==> config.mk <==
export PLATFORM = sky130hd
export DESIGN_NAME = jk_bank_ctrl_flat
export DESIGN_NICKNAME = d
export VERILOG_FILES = /design/src/rtl/jk_bank_ctrl_if.sv /design/src/rtl/jk_bank_ctrl.sv /design/src/flat_wrapper.sv
export SDC_FILE = /design/constraint.sdc
export NUM_CORES = 1
export LEC_CHECK = 0
export CAP_MARGIN = 20
export CORE_UTILIZATION = 35
export CTS_CLUSTER_DIAMETER = 150
export DETAILED_ROUTE_END_ITERATION = 8
export SYNTH_ARGS = -nofsm -noshare
export SYNTH_HDL_FRONTEND = slang
export SYNTH_SLANG_ARGS = --single-unit
==> constraint.sdc <==
create_clock -name clk -period 2.3 [get_ports clk]
set_clock_uncertainty 0.15 [all_clocks]
set_input_delay 0.46 -clock clk [delete_from_list [all_inputs] [get_ports clk]]
set_output_delay 0.46 -clock clk [all_outputs]
set_load 0.05 [all_outputs]
==> src/rtl/jk_bank_ctrl_if.sv <==
// Command and bank-observation bundle for jk_bank_ctrl.
// Master issues commands and watches the bank; slave is the controller.
interface jk_bank_ctrl_if #(
    parameter int WIDTH = 8,
    parameter int CNT_W = 8
);
    // Handshake: a command transfers on the rising edge where cmd_valid && cmd_ready.
    // The source keeps cmd_valid and its fields stable until that edge.
    // cmd_ready is high only while the controller is idle.
    logic             cmd_valid;
    logic             cmd_ready;
    logic [2:0]       cmd_op;
    logic [WIDTH-1:0] cmd_arg;
    logic [CNT_W-1:0] cmd_count;
    logic [WIDTH-1:0] j_bus;
    logic [WIDTH-1:0] k_bus;
    logic [WIDTH-1:0] q;
    logic             busy;
    logic             done;
    logic             wrap;
    logic [1:0]       dbg_state;

    modport master (
        output cmd_valid, cmd_op, cmd_arg, cmd_count,
        input  cmd_ready, j_bus, k_bus, q, busy, done, wrap, dbg_state
    );

    modport slave (
        input  cmd_valid, cmd_op, cmd_arg, cmd_count,
        output cmd_ready, j_bus, k_bus, q, busy, done, wrap, dbg_state
    );
endinterface

==> src/rtl/jk_bank_ctrl.sv <==
// Command sequencer driving an internal WIDTH-bit JK flip-flop bank.
// Optional sticky count-wrap flag is built only when JK_BANK_WRAP_EN is defined.
module jk_bank_ctrl #(
    parameter int WIDTH = 8,
    parameter int CNT_W = 8
) (
    input logic           clk,
    input logic           reset,
    jk_bank_ctrl_if.slave bus
);
    typedef enum logic [1:0] {
        IDLE = 2'd0,
        EXEC = 2'd1,
        DONE = 2'd2
    } state_t;

    localparam logic [2:0] OP_NOP    = 3'b000;
    localparam logic [2:0] OP_LOAD   = 3'b001;
    localparam logic [2:0] OP_SET    = 3'b010;
    localparam logic [2:0] OP_CLR    = 3'b011;
    localparam logic [2:0] OP_TOG    = 3'b100;
    localparam logic [2:0] OP_CNT_UP = 3'b101;
    localparam logic [2:0] OP_CNT_DN = 3'b110;

    state_t           state;
    logic [2:0]       op_r;
    logic [WIDTH-1:0] arg_r;
    logic [WIDTH-1:0] q_r;
    logic [CNT_W-1:0] remaining;
    logic             ready_r;
    logic             busy_r;
    logic             done_r;
    logic [WIDTH-1:0] j_c;
    logic [WIDTH-1:0] k_c;
    logic             accept;
    logic             cmd_is_count;
    logic             op_is_count;

    // Bit i toggles when every lower bit of v is 1 (ripple-carry toggle pattern).
    function automatic logic [WIDTH-1:0] toggle_mask(input logic [WIDTH-1:0] v);
        logic [WIDTH-1:0] m;
        logic             acc;
        acc = 1'b1;
        for (int i = 0; i < WIDTH; i++) begin
            m[i] = acc;
            acc  = acc & v[i];
        end
        return m;
    endfunction

    assign accept       = bus.cmd_valid && ready_r;
    assign cmd_is_count = (bus.cmd_op == OP_CNT_UP) || (bus.cmd_op == OP_CNT_DN);
    assign op_is_count  = (op_r == OP_CNT_UP) || (op_r == OP_CNT_DN);

    always_comb begin
        j_c = '0;
        k_c = '0;
        if (state == EXEC) begin
            case (op_r)
                OP_LOAD:   begin j_c = arg_r;             k_c = ~arg_r;            end
                OP_SET:    begin j_c = arg_r;             k_c = '0;                end
                OP_CLR:    begin j_c = '0;                k_c = arg_r;             end
                OP_TOG:    begin j_c = arg_r;             k_c = arg_r;             end
                OP_CNT_UP: begin j_c = toggle_mask(q_r);  k_c = toggle_mask(q_r);  end
                OP_CNT_DN: begin j_c = toggle_mask(~q_r); k_c = toggle_mask(~q_r); end
                default:   begin j_c = '0;                k_c = '0;                end
            endcase
        end
    end

    always_ff @(posedge clk) begin
        if (reset) begin
            state     <= IDLE;
            op_r      <= OP_NOP;
            arg_r     <= '0;
            remaining <= '0;
            q_r       <= '0;
            ready_r   <= 1'b1;
            busy_r    <= 1'b0;
            done_r    <= 1'b0;
        end else begin
            // JK characteristic equation, applied to every bit on every edge.
            q_r <= (j_c & ~q_r) | (~k_c & q_r);
            case (state)
                IDLE: begin
                    if (accept) begin
                        op_r      <= bus.cmd_op;
                        arg_r     <= bus.cmd_arg;
                        remaining <= bus.cmd_count;
                        ready_r   <= 1'b0;
                        busy_r    <= 1'b1;
                        if (cmd_is_count && (bus.cmd_count == '0)) begin
                            state  <= DONE;
                            done_r <= 1'b1;
                        end else begin
                            state <= EXEC;
                        end
                    end
                end
                EXEC: begin
                    if (!op_is_count || (remaining == CNT_W'(1))) begin
                        state  <= DONE;
                        done_r <= 1'b1;
                    end else begin
                        remaining <= remaining - CNT_W'(1);
                    end
                end
                DONE: begin
                    state   <= IDLE;
                    done_r  <= 1'b0;
                    busy_r  <= 1'b0;
                    ready_r <= 1'b1;
                end
                default: begin
                    state   <= IDLE;
                    done_r  <= 1'b0;
                    busy_r  <= 1'b0;
                    ready_r <= 1'b1;
                end
            endcase
        end
    end

`ifdef JK_BANK_WRAP_EN
    logic wrap_r;
    logic wrap_step;

    // A step wraps when counting up from all-ones or down from zero.
    assign wrap_step = (state == EXEC) &&
                       (((op_r == OP_CNT_UP) && (&q_r)) ||
                        ((op_r == OP_CNT_DN) && (q_r == '0)));

    always_ff @(posedge clk) begin
        if (reset) begin
            wrap_r <= 1'b0;
        end else if (accept) begin
            wrap_r <= 1'b0;
        end else if (wrap_step) begin
            wrap_r <= 1'b1;
        end
    end

    assign bus.wrap = wrap_r;
`else
    assign bus.wrap = 1'b0;
`endif

    assign bus.cmd_ready = ready_r;
    assign bus.busy      = busy_r;
    assign bus.done      = done_r;
    assign bus.q         = q_r;
    assign bus.j_bus     = j_c;
    assign bus.k_bus     = k_c;
    assign bus.dbg_state = state;
endmodule
==> src/flat_wrapper.sv <==
// flat-port wrapper written by rule: the top's interface ports become plain ports
module jk_bank_ctrl_flat 
#(
    parameter int WIDTH = 8,
    parameter int CNT_W = 8
)
  (clk, reset, bus_cmd_valid, bus_cmd_op, bus_cmd_arg, bus_cmd_count, bus_cmd_ready, bus_j_bus, bus_k_bus, bus_q, bus_busy, bus_done, bus_wrap, bus_dbg_state);
  jk_bank_ctrl_if #(.WIDTH(WIDTH), .CNT_W(CNT_W)) bus_i ();
  input logic clk;
  input logic reset;
  input wire logic [$bits(bus_i.cmd_valid)-1:0] bus_cmd_valid;
  input wire logic [$bits(bus_i.cmd_op)-1:0] bus_cmd_op;
  input wire logic [$bits(bus_i.cmd_arg)-1:0] bus_cmd_arg;
  input wire logic [$bits(bus_i.cmd_count)-1:0] bus_cmd_count;
  output wire logic [$bits(bus_i.cmd_ready)-1:0] bus_cmd_ready;
  output wire logic [$bits(bus_i.j_bus)-1:0] bus_j_bus;
  output wire logic [$bits(bus_i.k_bus)-1:0] bus_k_bus;
  output wire logic [$bits(bus_i.q)-1:0] bus_q;
  output wire logic [$bits(bus_i.busy)-1:0] bus_busy;
  output wire logic [$bits(bus_i.done)-1:0] bus_done;
  output wire logic [$bits(bus_i.wrap)-1:0] bus_wrap;
  output wire logic [$bits(bus_i.dbg_state)-1:0] bus_dbg_state;
  assign bus_i.cmd_valid = bus_cmd_valid;
  assign bus_i.cmd_op = bus_cmd_op;
  assign bus_i.cmd_arg = bus_cmd_arg;
  assign bus_i.cmd_count = bus_cmd_count;
  assign bus_cmd_ready = bus_i.cmd_ready;
  assign bus_j_bus = bus_i.j_bus;
  assign bus_k_bus = bus_i.k_bus;
  assign bus_q = bus_i.q;
  assign bus_busy = bus_i.busy;
  assign bus_done = bus_i.done;
  assign bus_wrap = bus_i.wrap;
  assign bus_dbg_state = bus_i.dbg_state;
  jk_bank_ctrl #(.WIDTH(WIDTH), .CNT_W(CNT_W)) u_core (.clk(clk), .reset(reset), .bus(bus_i));
endmodule
==> results.md <==
* Status: finished with violations
* Failing checks: negative setup slack
* Core Region at 0.00561 mm²
* Count of input and output buffers at 50
* R2R depth at 5
* Critical path launch point type: flop
* Distinct cells, synth at 52
* Yosys warnings at 0
* Final setup vio count at 12
* Antenna violations before repair at 0
* Routed wire per std cell at about 15 µm
* Die Ht at slightly below 80 µm
* Asr flop ratio synth at 0%
* #FFs+latches synth at 32
* CP max stage cell: dfxtp_4
* Effective utilization at floorplan at 37.2%
* Worst Tran Pin Value at 0.513 ns
* CTS tree: done
* Flop-to-flop setup slack at 0.19 ns
* Final TNS setup at -0.758 ns
* Crit-path max FO at 4
* Setup crit end: bus_j_bus[7]
* Post-route DRC at 0
* Mapped cell area at 0.00209 mm²
* DIE AREA at 0.00627 mm²
* Final core utilization at around two thirds
* GPL Wtd Cong at 0.869
* Slew HR at 65.7%
* Sequential share of power at 39.1%
* Clock buffer depth at 2
* Crit path DAT at 1.84 ns
* Syn_area_per_cell at roughly 7.4 µm²
* Clock share of power at 28.7%
* WP data required at 1.69 ns
* CP Class: reg2out
* Min cycle time layout at 2.45 ns
* FMAX at 0.408 GHz
* Max Cap Viol at 0
* Met3 GRT Util at 4.60%
* Clk slew on worst S/H paths at 0.07 ns
* Post-route insts no fill at 441
* Area Overhead vs Synth at 74.8%
* Nets at 392
* DP HPWL at around 4.4 mm
* Seq/Total Area, Yosys at 30.7%
* GRT busiest layer: met2
* PD cells at 445 mW/mm²
* Row count at 27
* Largest net degree at the start of global routing at 20
* Grt met2 use at 33.4%
* 1st-iter DRT viols at 169
* Post-synth top area cell: dfxtp_1
* Gr ovfl total at 0
* CP Capture Type: primary output
* Number of CTS-inserted buffers at 5
* Mapped Nets at 304
* Worst VDD drop at 0.292 mV
* Met1 Use GR at 29.9%
* Worst hold margin at a little over 0.3 ns
* Clock sinks at 32
* Post-synth top area share at 30.7%
* Diode count at 0
* Predominant post-synthesis flop cell: dfxtp_1
* Hold WC Path Type: reg2reg
* Fin. max-slew vios at 0
* FF-to-FF End: u_core.remaining[5]
* Largest stage delay on the critical path at ~0.38 ns
* Post-DRT Antenna Nets at 0
* Worst Path Buf+Inv at 2
* Die width at 79.2 µm
* Hold Vio Cnt, Final at 0
* Levels on crit path at 6
* Synth area leaders: dfxtp_1 31%, nand2_1 7.7%, a21oi_1 7.4%
* I/O pin count at 52
* Pint at 0.00108 W
* Vias in the first global route at 2273
* Tcrit/Tclk final at 107%
* CP cell instances: nor3b_4, buf_6, nand4b_1, a31oi_2, and2_4, buf_12
* Tot GR Track Use at 21.7%
* Crit path max-delay family: simple AND/OR/NAND/NOR gates
* Number of H-tree levels at 2
* Comb power frac at between 30% and 40%
* Layout cell share with drive strength beyond 1 at 41.2%
* Lkg Pwr at about 1.3 nW
* Synthesized instance count at 280
* Vias/cell at 5.42
* RSZ-0062 raised after global routing: yes
* Placed Cells at 415
* First-pass GRT wire length at 10.7 mm
* Clock root buffer: clkbuf_8
* Clk_lat worst skew at 0.29 ns
* Net Switching at approximately 0.00055 W
* DRT Pass-1 Iters at 4
* R2r startpoint: u_core.remaining[4]
* CP Launch Point: u_core.op_r[2]
* Number of enable flip-flop cells after synthesis at 0
* Final Total Pwr at 0.00162 W
* Sw Ratio at 33.7%
* Crit path setup slack, layout at -0.150 ns
* Routed WL at 6.58 mm
* Vias post-DR at 2390
==> layer usage <==
layer | vias up | routed length, µm
met5 | - | 0
li1 | 1203 | -
met3 | 9 | 270
met2 | 62 | 3100
met4 | 0 | 95
met1 | 1116 | 3110
==> worst register-to-register path, stage by stage, from the launching register on <==
cell and delay, ns:
dfxtp_1 0.33, or4_4 0.57, nor4b_4 0.42, o21ai_4 0.16
buf_4 0.18, a221oi_2 0.23
==> layout make-up <==
type	count	area, µm²
Inverter	10	48.8
Clock inverter	1	7.51
Sequential cell	32	658
Clock buffer	7	86.3
Timing Repair Buffer	101	1080
Multi-Input combinational cell	218	1670
Fill cell	488	1960
Tap cell	72	90.1
==> synthesized netlist by cell type (5+ instances only) <==
| cell type | n |
|---|---|
| nor2b_1 | 5 |
| dfxtp_1 | 32 |
| nor3_1 | 8 |
| nand2_1 | 43 |
| a211oi_1 | 10 |
| inv_1 | 9 |
| a21oi_1 | 31 |
| xnor2_1 | 5 |
| and2_1 | 5 |
| clkbuf_1 | 12 |
| a31oi_1 | 13 |
| o21ai_0 | 14 |
| nand3_1 | 10 |
| nor2_1 | 14 |
==> layout by cell type, fill, tap and decap left out, types with 3 or more instances in the layout <==
| cell type | n |
|---|---|
| nand2_2 | 4 |
| a221oi_2 | 4 |
| dfxtp_1 | 22 |
| a31oi_2 | 9 |
| a211oi_1 | 9 |
| a21oi_1 | 27 |
| a22oi_2 | 3 |
| a31oi_4 | 3 |
| buf_6 | 9 |
| buf_4 | 41 |
| clkdlybuf4s50_1 | 34 |
| nand2_1 | 39 |
| nor2_1 | 9 |
| a21oi_2 | 3 |
| clkbuf_8 | 6 |
| dfxtp_2 | 8 |
| nor2_4 | 5 |
| and2_4 | 5 |
| inv_1 | 8 |
| buf_12 | 16 |
| o21ai_0 | 13 |
| nor3_1 | 4 |
| nand4_1 | 3 |
| nand3_1 | 9 |
| xnor2_1 | 5 |
| nand2b_1 | 4 |
==> stage by stage <==
stage | instance area, µm² | setup slack, ns
after CTS | 3440 | -0.0990
final | 3650 | -0.150
after global placement | 3110 | -0.0431
after floorplan | 2230 | 0.0364
after detailed placement | 3110 | -0.109
after global routing | 3650 | -0.237
==> cells by family after synthesis <==
| kind of cell | count (synthesis) | synth area share, % |
|---|---|---|
| other cells | 1 | 0.180 |
| mux | 2 | 0.960 |
| compound gates | 94 | 29.9 |
| simple gates | 112 | 27.5 |
| buf+inv | 30 | 6.54 |
| flops | 32 | 30.7 |
| fa+ha+maj | 2 | 1.20 |
| xor+xnor | 7 | 2.94 |
==> power by group through the flow <==
stage                     clock network (W)  registers (W)  logic [W]
final                              0.000465       0.000634   0.000523
after global routing               0.000506       0.000639   0.000565
after CTS                          0.000477       0.000632   0.000483
after detailed placement                  0       0.000642   0.000437
after global placement                    0       0.000641   0.000436
after floorplan                           0       0.000660   0.000259
==> state kept, by name, indices dropped and copies added (netlist names) <==
signal,count
u_core.op_r,3
u_core.bus.busy,1
u_core.bus.done,1
u_core.bus.q,8
u_core.bus.dbg_state,2
u_core.remaining,8
u_core.bus.cmd_ready,1
u_core.arg_r,8
==> worst min-delay path by stage <==
stage	to	cells after the start	startpoint	slack [ns]
2_1_floorplan	u_core.remaining[4]	2	u_core.remaining[4]	0.31
4_1_cts	u_core.bus.done	2	u_core.bus.done	0.31
3_3_place_gp	u_core.bus.done	2	u_core.bus.done	0.30
6_report	u_core.bus.done	2	u_core.bus.done	0.31
5_1_grt	u_core.bus.done	2	u_core.bus.done	0.36
3_5_place_dp	u_core.bus.done	2	u_core.bus.done	0.30
==> what timing repair did <==
| item | in CTS | in global routing |
|---|---|---|
| resized for setup | 48 | 25 |
| hold buffers | 0 | 0 |
| pin swaps | 26 | 18 |
| endpoints found under the hold margin | 0 | 0 |
| endpoints found under the setup margin | 15 | 19 |
| setup buffers | 10 | 9 |
Power figures use the tool's default switching activity.
